### src/rtl/seg7_pkg.sv
// seg7_pkg: glyph, anode and FSM state constants shared by the 7-segment scan driver.
package seg7_pkg;
  localparam logic [6:0] SEG_0     = 7'b1000000;
  localparam logic [6:0] SEG_1     = 7'b1111001;
  localparam logic [6:0] SEG_2     = 7'b0100100;
  localparam logic [6:0] SEG_3     = 7'b0110000;
  localparam logic [6:0] SEG_4     = 7'b0011001;
  localparam logic [6:0] SEG_5     = 7'b0010010;
  localparam logic [6:0] SEG_6     = 7'b0000010;
  localparam logic [6:0] SEG_7     = 7'b1111000;
  localparam logic [6:0] SEG_8     = 7'b0000000;
  localparam logic [6:0] SEG_9     = 7'b0010000;
  localparam logic [6:0] SEG_A     = 7'b0001000;
  localparam logic [6:0] SEG_B     = 7'b0000011;
  localparam logic [6:0] SEG_C     = 7'b1000110;
  localparam logic [6:0] SEG_D     = 7'b0100001;
  localparam logic [6:0] SEG_E     = 7'b0000110;
  localparam logic [6:0] SEG_F     = 7'b0001110;
  localparam logic [6:0] SEG_BLANK = 7'h7F;
  localparam logic [3:0] AN_OFF    = 4'hF;
  typedef enum logic {ST_ON = 1'b0, ST_GAP = 1'b1} state_t;
endpackage

### src/rtl/bcd_to_seg7.sv
// bcd_to_seg7: 4-bit value to active-low {g..a} glyph, hex A-F above 9.
module bcd_to_seg7
  import seg7_pkg::*;
(
  input  logic [3:0] bcd,
  output logic [6:0] seg
);
  always_comb begin
    seg = SEG_BLANK;
    case (bcd)
      4'h0: seg = SEG_0;
      4'h1: seg = SEG_1;
      4'h2: seg = SEG_2;
      4'h3: seg = SEG_3;
      4'h4: seg = SEG_4;
      4'h5: seg = SEG_5;
      4'h6: seg = SEG_6;
      4'h7: seg = SEG_7;
      4'h8: seg = SEG_8;
      4'h9: seg = SEG_9;
      4'hA: seg = SEG_A;
      4'hB: seg = SEG_B;
      4'hC: seg = SEG_C;
      4'hD: seg = SEG_D;
      4'hE: seg = SEG_E;
      default: seg = SEG_F;
    endcase
  end
endmodule

### src/rtl/seg7_scan_driver.sv
// seg7_scan_driver: round-robin 4-digit common-anode scan with dead-time gap and per-frame snapshot.
// Define LEADING_ZERO_BLANK_EN to darken the leftmost slot when its digit is zero.
module seg7_scan_driver
  import seg7_pkg::*;
#(
  parameter int CLK_HZ     = 100_000_000,
  parameter int REFRESH_HZ = 1_000,
  parameter int GAP_CYCLES = 1_000
) (
  input  logic       clk,
  input  logic       rst_n,
  input  logic [3:0] digit1_min,
  input  logic [3:0] digit2_min,
  input  logic [3:0] digit3_hour,
  input  logic [3:0] digit4_hour,
  input  logic [3:0] dp_mask,
  output logic [3:0] an,
  output logic [6:0] seg,
  output logic       dp,
  output logic       frame_sync
);
  localparam int DIGIT_CYCLES = CLK_HZ / REFRESH_HZ;
  localparam int TW = $clog2(DIGIT_CYCLES);
  localparam logic [TW-1:0] ON_LAST  = TW'(DIGIT_CYCLES - GAP_CYCLES - 1);
  localparam logic [TW-1:0] GAP_LAST = TW'(GAP_CYCLES - 1);
  state_t state, state_nxt;
  logic [1:0] idx, idx_nxt;
  logic [TW-1:0] timer, timer_nxt;
  logic [3:0] snap [4];
  logic [3:0] snap_dp;
  logic last, cap, lit, dp_bit;
  logic [3:0] dig;
  logic [6:0] glyph;
  bcd_to_seg7 u_dec (.bcd(dig), .seg(glyph));
  always_ff @(posedge clk or negedge rst_n) begin
    if (!rst_n) begin
      state <= ST_GAP;
      idx   <= 2'd3;
      timer <= '0;
    end else begin
      state <= state_nxt;
      idx   <= idx_nxt;
      timer <= timer_nxt;
    end
  end
  // Outputs are decoded from the next state so they move on the same edge as the FSM;
  // on a capture edge the live inputs stand in for the snapshot being written.
  always_comb begin
    last      = timer == (state == ST_ON ? ON_LAST : GAP_LAST);
    state_nxt = last ? (state == ST_ON ? ST_GAP : ST_ON) : state;
    cap       = last && state == ST_GAP && idx == 2'd3;
    idx_nxt   = last && state == ST_GAP ? idx + 2'd1 : idx;
    timer_nxt = last ? '0 : timer + 1'b1;
    dig       = cap ? digit1_min : snap[idx_nxt];
    dp_bit    = cap ? dp_mask[0] : snap_dp[idx_nxt];
`ifdef LEADING_ZERO_BLANK_EN
    lit       = state_nxt == ST_ON && !(idx_nxt == 2'd3 && dig == 4'd0);
`else
    lit       = state_nxt == ST_ON;
`endif
  end
  always_ff @(posedge clk or negedge rst_n) begin
    if (!rst_n) begin
      snap       <= '{default: '0};
      snap_dp    <= '0;
      an         <= AN_OFF;
      seg        <= SEG_BLANK;
      dp         <= 1'b1;
      frame_sync <= 1'b0;
    end else begin
      if (cap) begin
        snap    <= '{digit1_min, digit2_min, digit3_hour, digit4_hour};
        snap_dp <= dp_mask;
      end
      an         <= lit ? ~(4'b0001 << idx_nxt) : AN_OFF;
      seg        <= state_nxt == ST_ON ? glyph : SEG_BLANK;
      dp         <= lit ? ~dp_bit : 1'b1;
      frame_sync <= cap;
    end
  end
endmodule

### config.mk
export PLATFORM = sky130hd
export DESIGN_NAME = seg7_scan_driver
export DESIGN_NICKNAME = d
export VERILOG_FILES = /design/src/rtl/seg7_pkg.sv /design/src/rtl/bcd_to_seg7.sv /design/src/rtl/seg7_scan_driver.sv
export SDC_FILE = /design/constraint.sdc
export NUM_CORES = 1
export LEC_CHECK = 0
export CELL_PAD_IN_SITES_DETAIL_PLACEMENT = 1
export CELL_PAD_IN_SITES_GLOBAL_PLACEMENT = 1
export CORE_ASPECT_RATIO = 0.8
export CORE_UTILIZATION = 43
export CTS_CLUSTER_DIAMETER = 80
export DETAILED_ROUTE_END_ITERATION = 10
export PLACE_DENSITY = 0.89
export SYNTH_ARGS = -nofsm -noshare
export SYNTH_HDL_FRONTEND = slang
export SYNTH_SLANG_ARGS = --single-unit
### constraint.sdc
create_clock -name clk -period 3.1 [get_ports clk]
set_input_delay 0.62 -clock clk [delete_from_list [all_inputs] [get_ports clk]]
set_output_delay 0.62 -clock clk [all_outputs]
set_load 0.03 [all_outputs]
==> reports/metrics.yaml <==
routing:
  detailed_route_vias_per_instance: 5.34
  wl_per_cell_um: 16.3
  highest_routed_metal_layer: "met4"
  drt_drc_violations_left: 0
  routed_length_on_met2_um: 3120
  postRouteWirelength_um: 6490
  met3WireLength_um: 175
  drt_pre_antenna_iters: 4
  remaining_antenna_violation_count: 0
  routedLengthMet1_um: 3140
  total_number_of_vias: 2129
  drt_first_iter_violations: 116
cells_and_area:
  area.sequential_mm2: 0.00135
  total_area_of_multi_input_combinational_cells_mm2: 0.00137
  postLayoutCellArea_mm2: 0.00334
  final_layout_size_suffix_gt1_share_pct: 15.1
  layout-area-overhead-vs-synth_pct: 18.6
  antenna_cells: 0
  nFillCells: 687
  finalNetCount: 347
  final_cell_mix: "66 x nand2_1, 38 x dfrtp_1, 33 x clkdlybuf4s50_1"
  mostFrequentLayoutCell: "nand2_1"
power:
  power_density_mw_per_mm2: 336
  p_total_w: 0.00112
  power.leakage_nw: 1.38
  worst_ir_drop_vdd_mv: 0.163
worst_setup_path:
  rrSetupSlack_ps: 170
  regToRegStartpoint: "timer[8]"
  critical_register_to_register_path_endpoint: "seg[4]"
  worst-setup-path-type: "reg2reg"
  timing.critical_path.to_type: "register"
  critical_path.max_fanout: 8
  rr_worst_depth: 10
  timing.critical_path.required_ps: 3340
  critical_path.startpoint_type: "register"
  cp.arrival_ps: 3170
clock_network:
  post_cts_buffers: 0
  reg_clk_slew_reported_paths_ps: 100
  cts_htree_levels: 2
  cts_made_buffers: 5
  clockBufferDepth: 2
  cts_tree: "yes"
  clock_latency_ps: 310
  cts_sinks: 53
  buffer_cell_driving_the_clock_tree_root: "clkbuf_8"
job:
  maxcap_viol_count: 0
die:
  core_box_area_mm2: 0.00610
  design.die.area_mm2: 0.00687
  die_y_um: 74.3
  fp-row-count: 25
  initial_core_utilization_pct: 46.1
  die_w_um: 92.4
  number_of_top_level_pins: 35
min_path:
  holdCritStartpoint: "timer[0]"
  holdPathEnd: "timer[0]"
  type_of_the_tightest_min_delay_check: "reg2reg"
  hold_depth: 1
global_routing:
  overall_track_demand_over_capacity_in_global_routing_pct: 20.9
  grt_start_max_net_pins: 47
  antenna_violations_before_repair: 0
  grt_pass1_vias: 2205
  grt_pass1_wl_um: 11000
  globalRouteOverflowTotal: 0
synthesis:
  post_synthesis_average_cell_area_um2: 10.0
  synth_edf_count: 0
  post_synth_inst_count: 281
  ys_ff_latch: 53
  synth_nets: 311
  synth-warning-count: 0
  yosysSeqAreaShare_pct: 47.8
  synth_cell_type_count: 51
  synth.cell_area_mm2: 0.00281
  dominantRegCellSynth: "dfrtp_1"
  postSynth.asyncResetShare_pct: 100
timing:
  worst_pin_slew_ps: 1010
  clock-skew-final_ps: 10.7
  timing.final.crit_share_pct: 94.5
  timing.setup.tns_ps: 0
  achievable-frequency_mhz: 341
  period_minus_slack_ps: 2930
  final-max-slew-violation-count: 0
  setup_ws_ps: 170
  rsz0062_at_grt: "no"
  final.hold.worst_slack_ps: 459
  hold_violations: 0
  slew_headroom_pct: 33.0
  setup_violations: 0
placement:
  io_buffers: 34
  dpl_cell_area_mm2: 0.00325
  gpl.final_weighted_congestion: 0.787
  worst_slack_at_placement_ps: 80.4
  detailed_place_hpwl_um: 4780
status:
  status: "completed"
## cell usage after synthesis (2+ instances only)
| master | count | area [um2] |
|---|---|---|
| xnor2_1 | 6 | 52.6 |
| nand3_1 | 7 | 35.0 |
| ha_1 | 8 | 100 |
| inv_1 | 7 | 26.3 |
| o21ai_0 | 8 | 40.0 |
| nor3_1 | 4 | 20.0 |
| buf_2 | 6 | 30.0 |
| mux2_2 | 2 | 22.5 |
| and3_1 | 3 | 18.8 |
| o221ai_1 | 3 | 26.3 |
| o31ai_1 | 2 | 15.0 |
| dfrtp_1 | 38 | 951 |
| mux4_2 | 6 | 135 |
| dfstp_2 | 15 | 394 |
| nand2b_1 | 4 | 25.0 |
| mux2i_1 | 8 | 80.1 |
| nand4_1 | 5 | 31.3 |
| nor2b_1 | 9 | 56.3 |
| nor3b_1 | 3 | 22.5 |
| nand2_1 | 66 | 248 |
| nor2_1 | 16 | 60.1 |
| a21oi_1 | 6 | 30.0 |
| o211ai_1 | 3 | 22.5 |
| buf_6 | 2 | 22.5 |
| and2_1 | 2 | 12.5 |
| clkbuf_1 | 8 | 30.0 |
| xor2_1 | 10 | 87.6 |
## state kept, by name, indices dropped and copies added, names as in the netlist
name,cells
state,1
snap_dp,4
frame_sync,1
snap,16
an,4
dp,1
idx,2
seg,7
timer,17
## final cells by class
| class | count | area share (%) |
|---|---|---|
| sequential | 53 | 40.3 |
| timing repair buffer | 45 | 12.5 |
| clock buffer | 8 | 2.40 |
| inverter | 7 | 0.787 |
| multi-input combinational | 205 | 40.9 |
| tap | 81 | 3.04 |
## repair_timing
item	4_1_cts	5_1_grt
hold buffers	0	0
resized for setup	0	2
endpoints found under the setup margin	0	4
## layer usage
metal	vias to the layer above	track usage (%)
li1	1031	-
met1	1052	29.2
met2	37	34.2
met3	9	3.78
met4	0	5.21
met5	-	0
## power breakdown
group	leakage [nW]	switching (W)	internal [W]
Combinational	0.770	0.0000186	0.0000243
Clock	0.0395	0.000226	0.000161
Sequential	0.568	0	0.000692
## logic make-up after synthesis
| kind of cell | count (synthesis) | share of synthesized area [%] |
|---|---|---|
| AO/OA/AOI/OAI | 35 | 9.08 |
| AND/OR/NAND/NOR | 129 | 21.8 |
| multiplexers | 17 | 8.94 |
| flip-flops | 53 | 47.8 |
| buffers and inverters | 23 | 3.87 |
| XOR/XNOR | 16 | 4.98 |
| adder cells (fa/ha/maj) | 8 | 3.56 |
## metrics by stage
stage	util, %	std cells
2_1_floorplan	-	281
3_3_place_gp	53.3	391
3_5_place_dp	53.3	391
4_1_cts	54.6	399
5_1_grt	54.7	399
6_report	54.7	399
## critical path, cell delays in order (launching register included)
cell and delay, ps:
dfrtp_1 450, nor4b_1 340, mux2i_2 180, and3b_2 400
mux2i_1 300, a21boi_4 320, inv_1 100, ha_1 250
nor2_1 130, a21oi_1 70, a211o_1 310
## how the worst max path moves through the flow
| stage | startpoint | end | cells after the start | slack (ps) |
|---|---|---|---|---|
| finish | timer[8] | seg[4] | 10 | 170 |
| global route | timer[7] | seg[4] | 10 | 10 |
| global placement | timer[6] | seg[4] | 10 | 300 |
| floorplan | idx[0] | seg[4] | 11 | 480 |
| CTS | timer[7] | seg[4] | 10 | 60 |
| detailed placement | timer[7] | seg[4] | 10 | 80 |
No activity file was read; power rests on OpenSTA's default activity.
